**src/rtl/mips_dmem_pkg.sv**
```systemverilog
// mips_dmem_pkg: MMIO addresses and STATUS bit positions shared by the data-memory block
package mips_dmem_pkg;
  localparam logic [7:0] ADDR_TXDATA = 8'hF0;
  localparam logic [7:0] ADDR_STATUS = 8'hF1;
  localparam logic [7:0] ADDR_CNT_LO = 8'hF2;
  localparam logic [7:0] ADDR_CNT_HI = 8'hF3;
  localparam int ST_OVF     = 7;
  localparam int ST_FULL    = 6;
  localparam int ST_EMPTY   = 5;
  localparam int ST_CNT_MSB = 4;
endpackage

```
**src/rtl/mips_tx_fifo.sv**
```systemverilog
// mips_tx_fifo: TX byte FIFO; a push into a full FIFO is accepted when a pop happens in the same cycle
module mips_tx_fifo #(
  parameter int DEPTH = 4
) (
  input  logic       clk,
  input  logic       rst,
  input  logic       push,
  input  logic [7:0] push_data,
  input  logic       pop,
  output logic [4:0] count,
  output logic       full,
  output logic       empty,
  output logic [7:0] head
);
  localparam int AW = $clog2(DEPTH);
  logic [7:0] mem_q [DEPTH];
  logic [AW-1:0] wr_ptr, rd_ptr;
  logic do_push, do_pop;
  assign empty   = count == 5'd0;
  assign full    = count == 5'(DEPTH);
  assign do_pop  = pop && !empty;
  assign do_push = push && (!full || do_pop);
  assign head    = empty ? 8'h00 : mem_q[rd_ptr];
  always_ff @(posedge clk) begin
    if (rst) begin
      wr_ptr <= '0;
      rd_ptr <= '0;
      count  <= '0;
    end else begin
      wr_ptr <= wr_ptr + AW'(do_push);
      rd_ptr <= rd_ptr + AW'(do_pop);
      count  <= count + 5'(do_push) - 5'(do_pop);
    end
  end
  always_ff @(posedge clk) if (do_push) mem_q[wr_ptr] <= push_data;
endmodule

```
**src/rtl/mips_dmem.sv**
```systemverilog
// mips_dmem: byte RAM below MMIO_BASE plus MMIO TX FIFO/STATUS window; optional cycle counter via MIPS_DMEM_CYCLE_CNT_EN
module mips_dmem
  import mips_dmem_pkg::*;
#(
  parameter int         FIFO_DEPTH = 4,
  parameter logic [7:0] MMIO_BASE  = 8'hF0
) (
  input  logic       clk,
  input  logic       rst,
  input  logic       breq,
  input  logic       mem_w_en,
  input  logic [7:0] mem_rw_addr,
  input  logic [7:0] mem_w,
  output logic [7:0] mem_r,
  output logic [7:0] tx_data,
  output logic       tx_valid,
  input  logic       tx_ready
);
  logic [7:0] ram [MMIO_BASE];
  logic rd, wr, is_ram, tx_push, tx_pop, full, empty, ovf;
  logic [4:0] count;
  logic [7:0] status, rd_data, cnt_lo, cnt_hi;
  assign rd       = breq && !mem_w_en;
  assign wr       = breq && mem_w_en;
  assign is_ram   = mem_rw_addr < MMIO_BASE;
  assign tx_push  = wr && mem_rw_addr == ADDR_TXDATA;
  assign tx_valid = !empty;
  assign tx_pop   = tx_valid && tx_ready;
  mips_tx_fifo #(.DEPTH(FIFO_DEPTH)) u_fifo (
    .clk(clk), .rst(rst), .push(tx_push), .push_data(mem_w), .pop(tx_pop),
    .count(count), .full(full), .empty(empty), .head(tx_data)
  );
  always_comb begin
    status = '0;
    status[ST_OVF] = ovf;
    status[ST_FULL] = full;
    status[ST_EMPTY] = empty;
    status[ST_CNT_MSB:0] = count;
  end
`ifdef MIPS_DMEM_CYCLE_CNT_EN
  logic [15:0] cyc;
  logic [7:0] shadow;
  assign cnt_lo = cyc[7:0];
  assign cnt_hi = shadow;
  // HI byte is captured on the LO read so a LO-then-HI pair is coherent
  always_ff @(posedge clk) begin
    cyc    <= rst ? 16'h0000 : cyc + 16'h0001;
    shadow <= rst ? 8'h00 : (rd && mem_rw_addr == ADDR_CNT_LO) ? cyc[15:8] : shadow;
  end
`else
  assign cnt_lo = 8'h00;
  assign cnt_hi = 8'h00;
`endif
  assign rd_data = is_ram ? ram[mem_rw_addr] :
                   mem_rw_addr == ADDR_STATUS ? status :
                   mem_rw_addr == ADDR_CNT_LO ? cnt_lo :
                   mem_rw_addr == ADDR_CNT_HI ? cnt_hi : 8'h00;
  // set beats clear if both ever coincide
  always_ff @(posedge clk) begin
    mem_r <= (rst || !rd) ? 8'h00 : rd_data;
    ovf   <= rst ? 1'b0 :
             (tx_push && full && !tx_pop) ? 1'b1 :
             (wr && mem_rw_addr == ADDR_STATUS && mem_w[0]) ? 1'b0 : ovf;
  end
  always_ff @(posedge clk) if (wr && is_ram) ram[mem_rw_addr] <= mem_w;
endmodule

```
**config.mk**
```make
export PLATFORM = sky130hd
export DESIGN_NAME = mips_dmem
export DESIGN_NICKNAME = d
export VERILOG_FILES = /design/src/rtl/mips_dmem_pkg.sv /design/src/rtl/mips_tx_fifo.sv /design/src/rtl/mips_dmem.sv
export SDC_FILE = /design/constraint.sdc
export NUM_CORES = 2
export LEC_CHECK = 0
export ABC_AREA = 1
export BUFFER_PORTS_ARGS = -buffer_cell sky130_fd_sc_hd__buf_2
export CAP_MARGIN = 20
export CORE_MARGIN = 5
export CORE_UTILIZATION = 58
export CTS_CLUSTER_DIAMETER = 80
export CTS_CLUSTER_SIZE = 16
export DETAILED_ROUTE_END_ITERATION = 6
export PLACE_DENSITY = 0.74
export SLEW_MARGIN = 0
export SYNTH_ARGS = -nofsm -noshare
export SYNTH_HDL_FRONTEND = slang
export SYNTH_SLANG_ARGS = --single-unit
```
**constraint.sdc**
```tcl
create_clock -name clk -period 3.7 [get_ports clk]
set_clock_uncertainty 0.2 [all_clocks]
set_input_delay 0.555 -clock clk [delete_from_list [all_inputs] [get_ports clk]]
set_output_delay 0.555 -clock clk [all_outputs]
set_load 0.02 [all_outputs]
```
# [After elaboration in Yosys (flattened, before gate mapping)]
# Memory sizes are Yosys's and may differ from the RTL's. A register that Yosys moved wholly into a read port is not among the register bits.
# Index checks and enable logic that the tools add are counted.
# Widths: inputs -> output; s select.
[totals] output_inout_bits=17 mem_count=2 regBits=18 ramBits=1952 word_cells=45 input_bits=21
[classes] n_lt_le_gt_ge=1 add_sub_neg=4 muxes=10 reduce_logical=20 n_eq_ne=3
[mem_list] memory="ram" words=240 word_bits=8 rd=1 rd_ports_with_merged_regs=0 wr=1 line="mips_dmem.sv:19" text="logic [7:0] ram [MMIO_BASE];"
[mem_list] memory="u_fifo.mem_q" words=4 word_bits=8 rd=1 rd_ports_with_merged_regs=1 wr=1 line="mips_tx_fifo.sv:16" text="logic [7:0] mem_q [DEPTH];"
[op_table] op="$mux 8" n=3
[op_table] op="$eq 8x8->1 const B" n=2
[op_table] op="$logic_and 1x1->1" n=11
[op_table] op="$lt 8x8->1 const B" n=1
[op_table] op="$mux 1" n=6
[op_table] op="$add 5x1->5" n=1
[op_table] op="$eq 5x3->1 const B" n=1
[op_table] op="$logic_not 1->1" n=5
[op_table] op="$logic_not 5->1" n=1
[op_table] op="$sub 5x1->5" n=1
[op_table] op="$add 2x1->2" n=2
[op_table] op="$logic_or 1x1->1" n=2
[op_table] op="$mux 2" n=1
[op_table] op="$reduce_bool 2->1" n=1

# [Logic depth before layout (Yosys ltp)]
[depth] depth_word=8 depth_mapped=19

# [Hierarchy]
# A second synthesis with hierarchy kept.
[unflattened] cells_unflattened=7509 area_unflattened_um2=80962.6
[by_module_without_submodules] mod="mips_dmem" cells_per_inst=7336 area_each_um2=79163.4 n_inst=1
[by_module_without_submodules] mod="mips_tx_fifo" cells_per_inst=173 area_each_um2=1799.2 n_inst=1

# [Least setup slack after synthesis]
# Ideal clock, no wire load.
[synth_path] path_kind="in2reg" from="in mem_rw_addr[0]" to="reg u_fifo.count[4]" arrival_ns=2.727 slack_ns=0.693 cell_stages=15 path_buffers=3 setup_ns=0.080 required_ns=3.420 path_cell_list="buf_4 -> buf_4 -> nor2_4 -> buf_1 -> nand4_1 -> nor2_1 -> ha_1 -> inv_1 -> fa_1 -> inv_1 -> nand2_1 -> a21oi_1 -> nor2_1 -> nand2_1 -> nor3b_1"
[synth_via] elab_chain_len=5
[synth_rtl] item="from (decl)" line="mips_dmem.sv:12" text="input logic [7:0] mem_rw_addr,"
[synth_rtl] item="$eq 8x8->1" line="mips_dmem.sv:26" text="assign tx_push = wr && mem_rw_addr == ADDR_TXDATA;"
[synth_rtl] item="$logic_and 1x1->1" line="mips_dmem.sv:26"
[synth_rtl] item="$logic_and 1x1->1" line="mips_tx_fifo.sv:22" text="assign do_push = push && (!full || do_pop);"
[synth_rtl] item="$add 5x1->5" line="mips_tx_fifo.sv:32" text="count <= count + 5'(do_push) - 5'(do_pop);"
[synth_rtl] item="$sub 5x1->5" line="mips_tx_fifo.sv:32"
[synth_rtl] item="to (signal assigned)" line="mips_tx_fifo.sv:32"
[synth_rtl] item="to (decl)" line="mips_tx_fifo.sv:10" text="output logic [4:0] count,"
# Every way passes these cells.
# A chain may end at the register's enable or synchronous reset.

# [Worst setup path in the final report]
[layout_path] from="reg u_fifo.count[3]" to="out tx_data[7]"
[layout_via] elab_chain_len=2
[layout_rtl] item="$logic_not 5->1" line="mips_tx_fifo.sv:19" text="assign empty = count == 5'd0;"
[layout_rtl] item="$mux 8" line="mips_tx_fifo.sv:23" text="assign head = empty ? 8'h00 : mem_q[rd_ptr];"
[layout_rtl] item="to (decl)" line="mips_dmem.sv:15" text="output logic [7:0] tx_data,"
# Every way passes these cells.

==> flow_summary.yaml <==
outcome:
  status: "finished with violations"
  violations: "DRC"
placement:
  placed_cell_area_sq_um: 85000
  place.gp.congestion: 0.917
  dp_hpwl_microns: 129000
  portBuffers: 37
  dp_slack_ns: -0.106
worst_hold_path:
  holdPathStages: 1
  hold_path.startpoint: "mem_w[3]"
  hold_class: "primary input to flip-flop"
detailed_routing:
  remaining_drc_errors: 1
  drtAntennaViolNets: 0
  vias: 54515
  dr.pass1.iters: 7
  via_per_inst: 5.70
  wl_per_cell_microns: 22.1
  drt_iter0_markers: 6774
  detail_route.wirelength_microns: 211000
layout:
  finalNetCount: 7686
  layout-drive-gt1-share: 0.0715
  fillers: 10481
  area_growth_syn_to_layout_pct: 9.73
  finalInstanceArea_sq_um: 88900
timing:
  hold_viol: 0
  finalWorstSetupSlack_ns: 0.238
  rsz0062_at_grt: "no"
  fin_crit_sh: 0.936
  setup-violations-final: 0
  relSlewSlack: 0.319
  fmax_mhz: 289
  period_needed_ns: 3.46
  tightestPinTransition_ns: 1.02
  drv_slew: 0
worst_setup_path:
  r2r-start: "u_fifo.count[3]$_SDFF_PP0_"
  crit_fanout: 9
  cp-end-kind: "output pin"
  cp-startpoint: "u_fifo.count[3]$_SDFF_PP0_"
  required_ns: 2.94
  critPathArrivalTime_ns: 2.71
  worstSetupPathType: "flip-flop to output pin"
  startpoint_type: "flip-flop"
  r2r_cells: 16
floorplan:
  dieArea_sq_um: 147000
  ios: 38
  fp.dieH_microns: 384
  die_w_microns: 384
  initial_core_util: 0.582
  rows: 137
  coreArea_sq_um: 139000
synthesis:
  ys_seq_area_frac: 0.728
  syn_area_per_cell_sq_um: 10.8
  synthesis.area_sq_um: 81000
  syn_nets: 7551
  yosysUniqueCellTypes: 28
  yosys_warnings: 0
  netlist_instances: 7523
  ys_seq_elements: 1970
clock_network:
  clock_path_buffers: 3
  cts_tree: "done"
  clk_pin_slew_ns: 0.07
  root_buffer: "clkbuf_16"
  numCtsBuffers: 141
  cts.sinks: 1970
  postCtsSetupBuffers: 0
  htree_levels: 4
  clock_latency_ns: 0.81
global_routing:
  grt_pass1_vias: 52625
  overflow: 0
  antenna_found_initial: 8
  grt_pass1_wl_microns: 317000
  grt_use_total: 0.285
  grt_max_degree: 113
power_and_ir_drop:
  power_leakage_nw: 34.8
  max-vdd-ir-drop_mv: 0.536
  p_per_area_nw_per_um2: 473
job:
  maxCapViolations: 0
==> logic make-up after synthesis <==
group                    count (synthesis)  synth area share
XOR/XNOR                                 3          0.000325
AND/OR/NAND/NOR                       4969             0.235
adder cells (fa/ha/maj)                  7           0.00117
AO/OA/AOI/OAI                          143            0.0106
flip-flops                            1970             0.728
buffers and inverters                  431            0.0248
==> flip-flops by register name, indices dropped and copies added (netlist names) <==
name           cells
u_fifo.wr_ptr      2
ovf                1
u_fifo.mem_q      32
ram             1920
u_fifo.rd_ptr      2
mem_r              8
u_fifo.count       5
==> through the flow <==
step / hold WS [ns] / TNS (ns) / utilization / power (mW) / std cells
2_1_floorplan: 0.242 / 0 / - / 26.8 / 7523
3_3_place_gp: 0.274 / -0.0502 / 0.611 / 28.2 / 9389
3_5_place_dp: 0.273 / -0.106 / 0.611 / 28.2 / 9389
4_1_cts: 0.00279 / 0 / 0.638 / 42.1 / 9566
5_1_grt: 0.00637 / 0 / 0.638 / 43.3 / 9566
6_report: 0.0236 / 0 / 0.638 / 42.0 / 9569
==> cell usage after synthesis <==
master / count / share of area
a21oi_1: 31 / 0.0019
a22oi_1: 56 / 0.0052
a31oi_1: 1 / 0.000077
buf_1: 41 / 0.0019
buf_2: 173 / 0.011
buf_4: 38 / 0.0035
buf_6: 4 / 0.00056
clkbuf_1: 128 / 0.0059
clkinv_1: 6 / 0.00028
dfxtp_1: 18 / 0.0044
edfxtp_1: 1952 / 0.72
fa_1: 1 / 0.00025
ha_1: 6 / 0.00093
inv_1: 35 / 0.0016
inv_2: 6 / 0.00028
nand2_1: 4191 / 0.19
nand3_1: 141 / 0.0087
nand4_1: 61 / 0.0047
nor2_1: 565 / 0.026
nor2_2: 3 / 0.00023
nor2_4: 2 / 0.00028
nor3_1: 3 / 0.00019
nor3b_1: 2 / 0.00019
o21ai_0: 35 / 0.0022
o21ai_1: 20 / 0.0012
or3b_2: 1 / 0.00011
xnor2_1: 1 / 0.00011
xor2_1: 2 / 0.00022
==> layout make-up <==
cell class	instances	area, sq um	area share
clock inverter	10	128	0.00144
tap	1876	2350	0.0264
antenna	3	7.51	0.0000845
clock buffer	165	3680	0.0414
timing repair buffer	376	3470	0.0391
sequential	1970	59000	0.664
inverter	47	208	0.00234
multi-input combinational	5122	20000	0.226
==> worst paths after layout <==
check                               endpoint  slack [ns]
setup / recovery                  tx_data[7]        0.24
hold / removal         ram[185][3]$_DFFE_PP_        0.02
setup reg to reg  u_fifo.count[4]$_SDFF_PP0_        0.54
hold reg to reg          mem_r[7]$_SDFF_PP0_        0.27
==> cells in the final DEF (no fill, tap or decap), types with 35 or more instances in the layout <==
cell type	instances
nand2_1	4188
edfxtp_1	1952
nor2_1	564
buf_4	286
clkbuf_16	144
nand3_1	138
nand4_1	61
a22oi_1	56
buf_12	51
inv_1	35
o21ai_0	35
==> routing by layer <==
layer	track usage	share of wire	up-vias
met5	0	0.00013	-
met4	0.114	0.042	4
met3	0.0620	0.11	468
met2	0.448	0.46	3047
met1	0.394	0.38	26003
li1	-	-	24993
==> what timing repair did <==
item	in CTS	in global routing
hold buffers	2	0
endpoints found under the setup margin	0	8
resized for setup	0	1
hold endpoints to repair	14	0
==> power by group <==
part	internal [mW]	switching, mW	leakage, nW
combinational	0.813	2.34	15.2
sequential	24.5	0.0622	17.7
clock	7.08	7.16	1.86
total	32.4	9.56	34.8
==> worst max-delay path, stage by stage, from the launching register on <==
cell and delay [ns]:
dfxtp_1 0.43, inv_1 0.09, ha_1 0.18, nand4_1 0.24
buf_4 0.19, clkinvlp_4 0.28, a21oi_1 0.28, buf_2 0.21
Note: power is estimated with default switching activity, not from simulation.
